--- src/rtl/ft245_ctrl_if.sv ---
// Bus bundle between the CPU-side glue, the FT245 sequencer and the USB FIFO pins.
// slave = sequencer view, master = CPU/FIFO environment view.
interface ft245_ctrl_if;
    logic       tx_req;
    logic [7:0] tx_data;
    logic       tx_ack;
    logic       rx_req;
    logic [7:0] rx_data;
    logic       rx_valid;
    logic       busy;
    logic       _txe;
    logic       _rdf;
    logic       wr;
    logic       _rd;
    logic [7:0] d_out;
    logic       d_oe;
    logic [7:0] d_in;

    modport slave (
        input  tx_req, tx_data, rx_req, _txe, _rdf, d_in,
        output tx_ack, rx_data, rx_valid, busy, wr, _rd, d_out, d_oe
    );

    modport master (
        output tx_req, tx_data, rx_req, _txe, _rdf, d_in,
        input  tx_ack, rx_data, rx_valid, busy, wr, _rd, d_out, d_oe
    );
endinterface

--- src/rtl/ft245_ctrl.sv ---
// FT245 USB FIFO sequencer: arbitrates CPU byte writes/reads and generates
// the wr/_rd strobes, bus output enable and recovery gap, all outputs registered.
module ft245_ctrl #(
    parameter int WR_PULSE = 2,
    parameter int RD_PULSE = 3,
    parameter int RECOVER  = 3
) (
    input logic          clk,
    input logic          reset,
    ft245_ctrl_if.slave  bus
);

    localparam int MAXP = (WR_PULSE > RD_PULSE)
                        ? ((WR_PULSE > RECOVER) ? WR_PULSE : RECOVER)
                        : ((RD_PULSE > RECOVER) ? RD_PULSE : RECOVER);
    localparam int CW = $clog2(MAXP) + 1;

    typedef enum logic [2:0] {
        ST_IDLE,
        ST_WR_SETUP,
        ST_WR_STROBE,
        ST_WR_HOLD,
        ST_RD_STROBE,
        ST_RD_DONE,
        ST_RECOVER
    } state_t;

    typedef enum logic {
        RR_TX,
        RR_RX
    } rr_t;

    state_t        state_q, state_d;
    logic [CW-1:0] cnt_q, cnt_d;
    rr_t           rr_last_q, rr_last_d;

    logic txe_s1_q, txe_s_q;
    logic rdf_s1_q, rdf_s_q;

    logic       wr_q, wr_d;
    logic       rd_n_q, rd_n_d;
    logic       d_oe_q, d_oe_d;
    logic [7:0] d_out_q, d_out_d;
    logic       tx_ack_q, tx_ack_d;
    logic       rx_valid_q, rx_valid_d;
    logic [7:0] rx_data_q, rx_data_d;
    logic       busy_q, busy_d;

    logic tx_elig, rx_elig, grant_tx, grant_rx;

    assign tx_elig  = bus.tx_req & ~txe_s_q;
    assign rx_elig  = bus.rx_req & ~rdf_s_q;
    // TX wins a tie only when RX was the last one served.
    assign grant_tx = tx_elig & (~rx_elig | (rr_last_q == RR_RX));
    assign grant_rx = rx_elig & ~grant_tx;

    always_comb begin
        state_d    = state_q;
        cnt_d      = cnt_q + CW'(1);
        rr_last_d  = rr_last_q;
        wr_d       = 1'b0;
        rd_n_d     = 1'b1;
        d_oe_d     = d_oe_q;
        d_out_d    = d_out_q;
        tx_ack_d   = 1'b0;
        rx_valid_d = 1'b0;
        rx_data_d  = rx_data_q;

        unique case (state_q)
            ST_IDLE: begin
                cnt_d = '0;
                if (grant_tx) begin
                    state_d   = ST_WR_SETUP;
                    rr_last_d = RR_TX;
                    d_out_d   = bus.tx_data;
                    d_oe_d    = 1'b1;
                end else if (grant_rx) begin
                    state_d   = ST_RD_STROBE;
                    rr_last_d = RR_RX;
                    rd_n_d    = 1'b0;
                end
            end
            ST_WR_SETUP: begin
                state_d = ST_WR_STROBE;
                cnt_d   = '0;
                wr_d    = 1'b1;
            end
            ST_WR_STROBE: begin
                if (cnt_q == CW'(WR_PULSE - 1)) begin
                    state_d  = ST_WR_HOLD;
                    cnt_d    = '0;
                    tx_ack_d = 1'b1;
                end else begin
                    wr_d = 1'b1;
                end
            end
            ST_WR_HOLD: begin
                state_d = ST_RECOVER;
                cnt_d   = '0;
                d_oe_d  = 1'b0;
            end
            ST_RD_STROBE: begin
                // d_in is taken at the edge closing the last low cycle of _rd.
                if (cnt_q == CW'(RD_PULSE - 1)) begin
                    state_d    = ST_RD_DONE;
                    cnt_d      = '0;
                    rx_data_d  = bus.d_in;
                    rx_valid_d = 1'b1;
                end else begin
                    rd_n_d = 1'b0;
                end
            end
            ST_RD_DONE: begin
                state_d = ST_RECOVER;
                cnt_d   = '0;
            end
            ST_RECOVER: begin
                if (cnt_q == CW'(RECOVER - 1)) begin
                    state_d = ST_IDLE;
                    cnt_d   = '0;
                end
            end
            default: begin
                state_d = ST_IDLE;
                cnt_d   = '0;
                d_oe_d  = 1'b0;
            end
        endcase

        busy_d = (state_d != ST_IDLE);
    end

    always_ff @(posedge clk) begin
        if (reset) begin
            state_q    <= ST_IDLE;
            cnt_q      <= '0;
            rr_last_q  <= RR_RX;
            txe_s1_q   <= 1'b1;
            txe_s_q    <= 1'b1;
            rdf_s1_q   <= 1'b1;
            rdf_s_q    <= 1'b1;
            wr_q       <= 1'b0;
            rd_n_q     <= 1'b1;
            d_oe_q     <= 1'b0;
            d_out_q    <= '0;
            tx_ack_q   <= 1'b0;
            rx_valid_q <= 1'b0;
            rx_data_q  <= '0;
            busy_q     <= 1'b0;
        end else begin
            state_q    <= state_d;
            cnt_q      <= cnt_d;
            rr_last_q  <= rr_last_d;
            txe_s1_q   <= bus._txe;
            txe_s_q    <= txe_s1_q;
            rdf_s1_q   <= bus._rdf;
            rdf_s_q    <= rdf_s1_q;
            wr_q       <= wr_d;
            rd_n_q     <= rd_n_d;
            d_oe_q     <= d_oe_d;
            d_out_q    <= d_out_d;
            tx_ack_q   <= tx_ack_d;
            rx_valid_q <= rx_valid_d;
            rx_data_q  <= rx_data_d;
            busy_q     <= busy_d;
        end
    end

    assign bus.wr       = wr_q;
    assign bus._rd      = rd_n_q;
    assign bus.d_oe     = d_oe_q;
    assign bus.d_out    = d_out_q;
    assign bus.tx_ack   = tx_ack_q;
    assign bus.rx_valid = rx_valid_q;
    assign bus.rx_data  = rx_data_q;
    assign bus.busy     = busy_q;

    a_strobe_excl: assert property (@(posedge clk) disable iff (reset) !(wr_q && !rd_n_q));
    a_oe_vs_rd:    assert property (@(posedge clk) disable iff (reset) !(d_oe_q && !rd_n_q));

endmodule

--- src/flat_wrapper.sv ---
// flat-port wrapper written by rule: the top's interface ports become plain ports
module ft245_ctrl_flat 
#(
    parameter int WR_PULSE = 2,
    parameter int RD_PULSE = 3,
    parameter int RECOVER  = 3
)
  (clk, reset, bus_tx_req, bus_tx_data, bus_rx_req, bus__txe, bus__rdf, bus_d_in, bus_tx_ack, bus_rx_data, bus_rx_valid, bus_busy, bus_wr, bus__rd, bus_d_out, bus_d_oe);
  ft245_ctrl_if bus_i ();
  input logic clk;
  input logic reset;
  input wire logic [$bits(bus_i.tx_req)-1:0] bus_tx_req;
  input wire logic [$bits(bus_i.tx_data)-1:0] bus_tx_data;
  input wire logic [$bits(bus_i.rx_req)-1:0] bus_rx_req;
  input wire logic [$bits(bus_i._txe)-1:0] bus__txe;
  input wire logic [$bits(bus_i._rdf)-1:0] bus__rdf;
  input wire logic [$bits(bus_i.d_in)-1:0] bus_d_in;
  output wire logic [$bits(bus_i.tx_ack)-1:0] bus_tx_ack;
  output wire logic [$bits(bus_i.rx_data)-1:0] bus_rx_data;
  output wire logic [$bits(bus_i.rx_valid)-1:0] bus_rx_valid;
  output wire logic [$bits(bus_i.busy)-1:0] bus_busy;
  output wire logic [$bits(bus_i.wr)-1:0] bus_wr;
  output wire logic [$bits(bus_i._rd)-1:0] bus__rd;
  output wire logic [$bits(bus_i.d_out)-1:0] bus_d_out;
  output wire logic [$bits(bus_i.d_oe)-1:0] bus_d_oe;
  assign bus_i.tx_req = bus_tx_req;
  assign bus_i.tx_data = bus_tx_data;
  assign bus_i.rx_req = bus_rx_req;
  assign bus_i._txe = bus__txe;
  assign bus_i._rdf = bus__rdf;
  assign bus_i.d_in = bus_d_in;
  assign bus_tx_ack = bus_i.tx_ack;
  assign bus_rx_data = bus_i.rx_data;
  assign bus_rx_valid = bus_i.rx_valid;
  assign bus_busy = bus_i.busy;
  assign bus_wr = bus_i.wr;
  assign bus__rd = bus_i._rd;
  assign bus_d_out = bus_i.d_out;
  assign bus_d_oe = bus_i.d_oe;
  ft245_ctrl #(.WR_PULSE(WR_PULSE), .RD_PULSE(RD_PULSE), .RECOVER(RECOVER)) u_core (.clk(clk), .reset(reset), .bus(bus_i));
endmodule
--- config.mk ---
export PLATFORM = sky130hd
export DESIGN_NAME = ft245_ctrl_flat
export DESIGN_NICKNAME = d
export VERILOG_FILES = /design/src/rtl/ft245_ctrl_if.sv /design/src/rtl/ft245_ctrl.sv /design/src/flat_wrapper.sv
export SDC_FILE = /design/constraint.sdc
export NUM_CORES = 1
export LEC_CHECK = 0
export ABC_AREA = 1
export ABC_CLOCK_PERIOD_IN_PS = 2200
export CORE_ASPECT_RATIO = 0.8
export CORE_UTILIZATION = 40
export CTS_CLUSTER_DIAMETER = 120
export DETAILED_ROUTE_END_ITERATION = 8
export PLACE_DENSITY_LB_ADDON = 0.12
export SYNTH_ARGS = -nofsm -noshare
export SYNTH_HDL_FRONTEND = slang
export SYNTH_SLANG_ARGS = --single-unit
export TNS_END_PERCENT = 100
--- constraint.sdc ---
create_clock -name clk -period 2.2 [get_ports clk]
set_input_delay 0.33 -clock clk [delete_from_list [all_inputs] [get_ports clk]]
set_output_delay 0.33 -clock clk [all_outputs]
set_load 0.01 [all_outputs]
==> results of run 1 <==
==> area by class of cell <==
cell class | instances | area share
Sequential cell | 33 | 0.3577
Tap cell | 40 | 0.02710
Clock inverter | 1 | 0.002710
Inverter | 15 | 0.03049
Clock buffer | 7 | 0.05217
Multi-Input combinational cell | 108 | 0.2886
Timing Repair Buffer | 45 | 0.2412
==> where the power goes <==
part	leakage, nW	switching [mW]	internal [mW]	total [mW]
logic	0.417	0.206	0.178	0.384
registers	0.268	0.0442	0.656	0.700
clock network	0.0542	0.204	0.282	0.486
==> metal layers <==
layer,vias up,global-route usage,share of wire
li1,606,-,-
met1,497,0.2011,0.47
met2,33,0.2595,0.43
met3,4,0.07826,0.081
met4,0,0.09783,0.021
met5,-,0,0
==> per-stage QoR <==
step                      hold WS, ps  utilization
after floorplan                 389.5            -
after detailed placement        393.6       0.5699
final                           408.2       0.6029
after CTS                       409.1       0.6029
after global routing            420.9       0.6029
after global placement          392.5       0.5699
==> state kept, by name, indices dropped and copies added (netlist names) <==
| signal | count |
|---|---|
| u_core.bus._rd | 1 |
| u_core.rr_last_q | 1 |
| u_core.bus.d_out | 8 |
| u_core.txe_s1_q | 1 |
| u_core.rdf_s1_q | 1 |
| u_core.bus.busy | 1 |
| u_core.txe_s_q | 1 |
| u_core.bus.d_oe | 1 |
| u_core.rdf_s_q | 1 |
| u_core.bus.rx_valid | 1 |
| u_core.bus.tx_ack | 1 |
| u_core.state_q | 3 |
| u_core.bus.wr | 1 |
| u_core.cnt_q | 3 |
| u_core.bus.rx_data | 8 |
==> placed cells by master, fill, tap and decap left out, drive strengths merged <==
master,Yosys,layout
nand4,1,1
nor2,45,45
nor3,2,2
or2,4,4
inv,15,15
o21bai,1,1
a211oi,1,1
nand3b,1,1
dfxtp,33,33
a21oi,4,4
a31oi,1,1
nand3,6,6
nand2,20,20
o211ai,1,1
xor2,1,1
clkdlybuf4s50,0,43
clkinv,0,1
o21ai,20,20
buf,3,2
clkbuf,2,7
==> how the worst max path moves through the flow <==
stage | start | depth (start not counted) | slack, ps | endpoint
5_1_grt | bus_tx_req | 7 | 620 | u_core.bus.d_out[6]
6_report | u_core.bus.d_out[6] | 1 | 700 | bus_d_out[6]
3_3_place_gp | bus_tx_req | 7 | 490 | u_core.bus.d_out[3]
4_1_cts | u_core.bus.d_out[6] | 1 | 700 | bus_d_out[6]
2_1_floorplan | u_core.state_q[0] | 7 | 1130 | u_core.bus.d_out[0]
3_5_place_dp | bus_tx_req | 7 | 440 | u_core.bus.d_out[2]
==> cells by family (layout without fill, tap and decap cells) <==
| logic type | Yosys count | count (layout) | share of synthesized area |
|---|---|---|---|
| AND/OR/NAND/NOR | 79 | 79 | 0.2717 |
| flip-flops | 33 | 33 | 0.5141 |
| AO/OA/AOI/OAI | 28 | 28 | 0.1363 |
| buffers and inverters | 20 | 68 | 0.07107 |
| XOR/XNOR | 1 | 1 | 0.006817 |
==> summary by stage, run 1 <==
Run status
The flow ran to the end, and the final reports show no timing, DRC or antenna violations.

Critical path
In this run the critical register-to-register path is launched from u_core.state_q[0]. The worst reg-to-reg setup slack is 750 ps. Data on the critical path is required at its endpoint by 1870 ps. The worst setup path is captured at an output port. Counting both buffers and inverters, the worst setup path holds a total of 1. The end of the worst register-to-register path is u_core.bus.d_out[2]. The category of the critical setup timing path is reg -> out. The worst reg-to-reg path cell count is 7. The critical path goes through clkdlybuf4s50_1.

STA classifies the critical path startpoint as a flip-flop. The slowest stage cell on the critical path is sky130_fd_sc_hd__clkdlybuf4s50_1. The gate family responsible for the most delay along the worst path is buffers and inverters. In this design, the stage delay of the slowest critical-path cell is 540 ps.

The top fanout value on the critical path is 2. The worst path arrival time is 1170 ps.

Timing
In this run the tightest slew margin relative to its limit is 0.7669. The setup slack after layout is 702.5 ps. The clock skew after layout is 6.210 ps.

Dividing the final minimum period by the clock period gives 0.6807. The final-report hold violation count is 0. The highest attainable clock frequency is 0.6678 GHz. The max-slew violation count is 0. For the final routed database, the setup TNS stands at 0 ps.

The shortest clock period the worst path allows after layout is 1498 ps. Setup repair after global routing left no endpoint under its margin. At the pin with the least slew margin, the transition time is 349.2 ps. The final-report setup violation count is 0.

CTS
Buffers inserted to repair hold after CTS numbered 0. The cell at the root of the clock tree is sky130_fd_sc_hd__clkbuf_8. The count of H-tree levels built during CTS is 2. The number of buffers inserted during clock tree synthesis is 5. The post-CTS clock slew at the launch and capture registers of the worst setup and hold paths is 60 ps.

The clock latency on the worst-skew pair is 280 ps. The CTS sink count is 33. The clock passes through at most 2 buffers.

The post-CTS setup-driven buffer insertion count is 0. The TritonCTS clock tree is done. The post-CTS resize count is 0.

Synthesis
The number of enable flip-flop cells after synthesis is 0. Of all flip-flops after synthesis, the portion carrying an async set or reset was 0. The area fraction of the dominant cell type after synthesis is 0.5141. The most used flip-flop cell after synthesis is sky130_fd_sc_hd__dfxtp_1. The synthesis warning total is 0. The register bit count reported by yosys is 33. After synthesis, the most frequently instantiated cells are 42 x sky130_fd_sc_hd__nor2_1, 33 x sky130_fd_sc_hd__dfxtp_1, 19 x sky130_fd_sc_hd__nand2_1, 12 x sky130_fd_sc_hd__inv_1, 10 x sky130_fd_sc_hd__o21ai_1. The most common cell in the synthesized netlist is sky130_fd_sc_hd__nor2_1. Of the synthesized area, sequential elements account for 0.5141. Counting every instance in the synthesized netlist gives 161. The biggest area consumer among synthesized cells is sky130_fd_sc_hd__dfxtp_1. Counting every net in the synthesized netlist gives 183.

The netlist uses 27 different library cells. The cell area that synthesis handed to floorplanning was 1285 µm². The average cell area after synthesis is 7.981 µm². In the post-synthesis netlist, the biggest area contributors are sky130_fd_sc_hd__dfxtp_1 51%, sky130_fd_sc_hd__nor2_1 12%, sky130_fd_sc_hd__nand2_1 5.6%, sky130_fd_sc_hd__o21ai_2 4.1%, sky130_fd_sc_hd__o21ai_1 3.9%.

Floorplanning
The effective utilization at floorplan is 0.4195. The total I/O pin count is 44. The vertical extent of the die is 52.70 µm. The floorplan step set the die width to 65.37 µm. In this run the core area contains 18 standard-cell rows. The die area is 3445 µm².

The core area is 3063 µm².

Cells and area
Summing all multi-input logic gate instances after layout gives 533.0 µm². The register area is 660.6 µm². In the final layout, the share of cells above drive strength 1 is 0.1435. The filler cell count in the final layout is 307.

The antenna diode instance count is 0. The finished layout holds 249 standard cells, fillers aside. The finished cells cover 1847 µm².

The area growth from synthesis to layout is 43.72%. The final layout net count is 230.

Detailed routing
The routed design has 2.605 mm of wire. The number of detailed-routing iterations run before antenna repair is 4. The via density per instance is 4.578. In the final routed layout, each cell accounts on average for 10.46 µm. For this run, design rule violations remaining after detail routing come to 0.

The first-iteration detailed-routing DRC count is 30. Once detail routing completed, the nets flagged for antenna violations numbered 0. Detailed routing inserted a total of 1140 vias.

Pwr
The worst-case vdd ir drop is 477.2 µV. Dividing total power by cell area gives a power density of 850.0 nW/µm². The total power consumption of the routed design is 1.570 mW.

The leakage component of the power is 0.7393 nW.

Min path
The path category of the worst min-delay check is reg -> reg. For hold timing, the worst endpoint is u_core.rdf_s_q. The startpoint of the tightest hold check path is u_core.rdf_s1_q. The cell depth of the worst hold path is 1.

GRT
The number of antenna violations at the first check in global routing came to 0. The number of global-route vias before repair came to 989. The maximum number of pins on one net before global-route repair is 17. In the global route stage, overall resource usage came out at 0.1718. The first global-routing pass estimated 4.215 mm of wire. The total overflow left after global routing is 0.

Placed design
The cell count after placement is 241. The worst-case setup slack after placement is 442.7 ps. The total half-perimeter wirelength after legalization and detailed placement is 1.918 mm. The area after detailed placement is 1745 µm². Port buffering added 43 buffers. The weighted congestion reported at the end of routability-driven placement is 0.8627.

Job
Max-cap violations in this run came to 0.
No activity file was read; power rests on OpenSTA's default activity.
==> run 2, diff against run 1 <==
--- a/config.mk
+++ b/config.mk
@@ -6,7 +6,7 @@
 export NUM_CORES = 1
 export LEC_CHECK = 0
 export ABC_AREA = 1
-export ABC_CLOCK_PERIOD_IN_PS = 2200
+export ABC_CLOCK_PERIOD_IN_PS = 1300
 export CORE_ASPECT_RATIO = 0.8
 export CORE_UTILIZATION = 40
 export CTS_CLUSTER_DIAMETER = 120
==> constraint.sdc (replaced) <==
create_clock -name clk -period 1.3 [get_ports clk]
set_input_delay 0.195 -clock clk [delete_from_list [all_inputs] [get_ports clk]]
set_output_delay 0.195 -clock clk [all_outputs]
set_load 0.01 [all_outputs]
==> run 2 against run 1 <==
Cell area grew 3.5%. Non-clock buffer count is 7 higher. Sequential share of layout area fell by 0.96 points. Global-route usage shrank 0.079 points. Worst setup slack lost 590 ps. Final cell count grew 2.8%. Critical endpoint is now u_core.bus.rx_data[1].
==> summary by stage, run 2 (same netlist as run 1, synthesis figures left out) <==
Cells and area
The non-filler instance count after layout was 256 (+2.8%). Relative to the synthesized area, the layout overhead comes to 48.78%. The share of cells above drive strength 1 is 0.1944 (+0.05090). In the layout the commonest cells are 40 x sky130_fd_sc_hd__nor2_1, 29 x sky130_fd_sc_hd__dfxtp_1, 22 x sky130_fd_sc_hd__dlygate4sd2_1. The antenna diode instance count came to 0 (unchanged). Leaving out fill and tap cells, the most frequent cell in the layout is sky130_fd_sc_hd__nor2_1. The final layout net count is 237 (+3.0%).

Timing
The max-slew violation count is 0 (unchanged). The clock skew after layout is 1.829 ps (-4.381 ps). The final-report hold violation count is 0 (unchanged).

Setup repair after global routing could not meet its margin everywhere. The final-report setup violation count is 0 (unchanged). The period utilization is 0.9132. The worst path in the final design needs a cycle of 1187 ps, including I/O delays and setup. The setup slack after layout is 112.9 ps (-589.6 ps). The highest attainable clock frequency is 0.8424 GHz.

The total negative setup slack was 0 ps (unchanged). The remaining max-slew budget at the tightest pin came to 0.8322 (+0.06530). The transition at the pin with the smallest max-transition slack was 250.8 ps (-98.48 ps).

Critical path
The type of element launching the critical path is a flip-flop. The top fanout value on the critical path is 6 (+4). The worst reg-to-reg path cell count was 5 (-2). The worst reg-to-reg setup slack came to 110 ps (-640 ps). The required time reported for the critical path endpoint came to 1480 ps (-390 ps). The startpoint of the lowest-slack register-to-register path is u_core.state_q[0]. The critical path capture point type is a flip-flop. The critical path capture point is u_core.bus.rx_data[1]. The category of the critical setup timing path is reg -> reg.

The start point of the critical path is u_core.state_q[0]. The worst path arrival time is 1370 ps (+200 ps). The end of the worst register-to-register path is u_core.bus.rx_data[1].

CTS
The clock latency on the worst-skew pair came to 280 ps (about the same). The cell at the root of the clock tree is sky130_fd_sc_hd__clkbuf_8. The count of H-tree levels built during CTS is 2 (unchanged). The number of buffers inserted during clock tree synthesis is 5 (unchanged). The post-CTS clock slew at the launch and capture registers of the worst setup and hold paths is 60 ps (about the same). TritonCTS built the clock tree. The number of hold-repair buffers added at the cts stage came to 0 (unchanged). The largest buffer count on any clock path came to 2 (unchanged). The CTS sink count is 33 (unchanged).

Pwr
The total power consumption of the routed design is 2.841 mW (+81%). The worst-case vdd ir drop is 1074 µV (+130%). The power density over the cells is 1486 nW/µm² (+75%). The power spent charging and discharging nets is 0.8133 mW (+79%). The switching part of the total power is 0.2863 (-0.002930). The portion of total power attributed to the clock network is 0.345 (+0.036). The sequential power share is 0.420 (-0.026).

The internal cell power is 2.028 mW (+82%). The leakage component of the power is 0.8780 nW (+19%). The fraction of power consumed by combinational cells was 0.235 (-0.010).

Floorplanning
The total I/O pin count is 44 (unchanged). The core area is 3063 µm² (unchanged). The count of standard-cell rows is 18 (unchanged).

The horizontal die dimension is 65.37 µm (unchanged). The die area is 3445 µm² (unchanged). The vertical extent of the die is 52.70 µm (unchanged).

The effective utilization at floorplan is 0.4195 (unchanged).

GRT
The number of antenna violations at the first check in global routing is 0 (unchanged). The global-route wire length before repair came to 4.291 mm (+1.8%). The maximum number of pins on one net before global-route repair is 13 (-4). The global router's overall resource usage is 0.1710 (-0.0007907). The total congestion overflow after global routing came to 0 (unchanged).

The number of global-route vias before repair was 995 (+0.61%).

Detailed routing
The via density per instance is 4.594 (+0.34%). The number of DRC violations after detailed routing is 0 (unchanged). The first-iteration detailed-routing DRC count was 68 (+130%). The number of detailed-routing iterations run before antenna repair was 4 (unchanged). The number of vias in the routed layout is 1176 (+3.2%). The detailed-route wire length came to 2.711 mm (+4.1%).

The per-cell routed wire length was 10.59 µm (+1.2%). The residual antenna-violating net count after detailed routing is 0 (unchanged).

Min path
The path category of the worst min-delay check is reg -> reg.

Placed design
The weighted congestion reported at the end of routability-driven placement is 0.8330 (-3.4%). The worst-case setup slack after placement is -165.0 ps (-607.7 ps). The total half-perimeter wirelength after legalization and detailed placement was 2.033 mm (+6.0%).

The cell count after placement came to 248 (+2.9%). The count of input and output buffers is 43 (unchanged).

Job
The total of max-cap violations is 0 (unchanged).

Run status
The flow ran to the end, and the final reports show no timing, DRC or antenna violations.
## run 2: changes by cell type in the layout (fill, tap and decap cells not counted), sizes merged
cell	delta
clkinv	-1
buf	+7
clkdlybuf4s50	-22
bufinv	+1
dlygate4sd2	+22
## run 2: what timing repair did
item | in CTS | in global routing
buffers inserted | 0 | 0
endpoints found under the setup margin | 22 | 15
resized for setup | 22 | 9
pin swaps | 0 | 2
## run 2: worst max-delay path, stage by stage, from the launching register on
cell and delay, ps:
sky130_fd_sc_hd__dfxtp_2 350, sky130_fd_sc_hd__nor2_2 180, sky130_fd_sc_hd__nand4_2 190, sky130_fd_sc_hd__buf_4 210, sky130_fd_sc_hd__o21ai_1 120, sky130_fd_sc_hd__nor2_1 50
## run 2: final cells by class
class	count	area, µm²
timing repair buffer	52	478.0
clock buffer	7	86.33
sequential	33	665.6
fill	274	1151
inverter	15	56.30
multi-input combinational	108	545.5
clock inverter	1	30.03
tap	40	50.05
## run 2: power by group through the flow
stage                     clock, mW  sequential (mW)  combinational [mW]
after floorplan                   0             1.22               0.391
after global placement            0             1.20               0.658
after detailed placement          0             1.20               0.671
after CTS                      1.00             1.18               0.651
after global routing           1.05             1.21               0.755
final                         0.979             1.19               0.669
## run 2: per-layer routing
layer  GRT usage  vias up  share of wire
met5           0        -              0
met4     0.07609        0          0.014
met3     0.04565        7          0.057
met2      0.2715       35           0.46
met1      0.2171      516           0.47
li1            -      618              -
## run 2: how the worst min path moves through the flow
stage                     from         endpoint  slack (ps)  cells past startpoint
2_1_floorplan         bus__rdf  u_core.rdf_s1_q         300                      1
3_3_place_gp   u_core.txe_s1_q   u_core.txe_s_q         390                      1
3_5_place_dp   u_core.txe_s1_q   u_core.txe_s_q         400                      1
4_1_cts        u_core.txe_s1_q   u_core.txe_s_q         410                      1
5_1_grt        u_core.txe_s1_q   u_core.txe_s_q         420                      1
6_report       u_core.txe_s1_q   u_core.txe_s_q         410                      1
## run 2: through the flow
stage / hold WS (ps) / utilization / area [µm²]
floorplan: 298.8 / - / 1285
global placement: 393.7 / 0.5870 / 1798
detailed placement: 396.0 / 0.5870 / 1798
CTS: 411.6 / 0.6160 / 1887
global route: 422.1 / 0.6242 / 1912
finish: 411.2 / 0.6242 / 1912
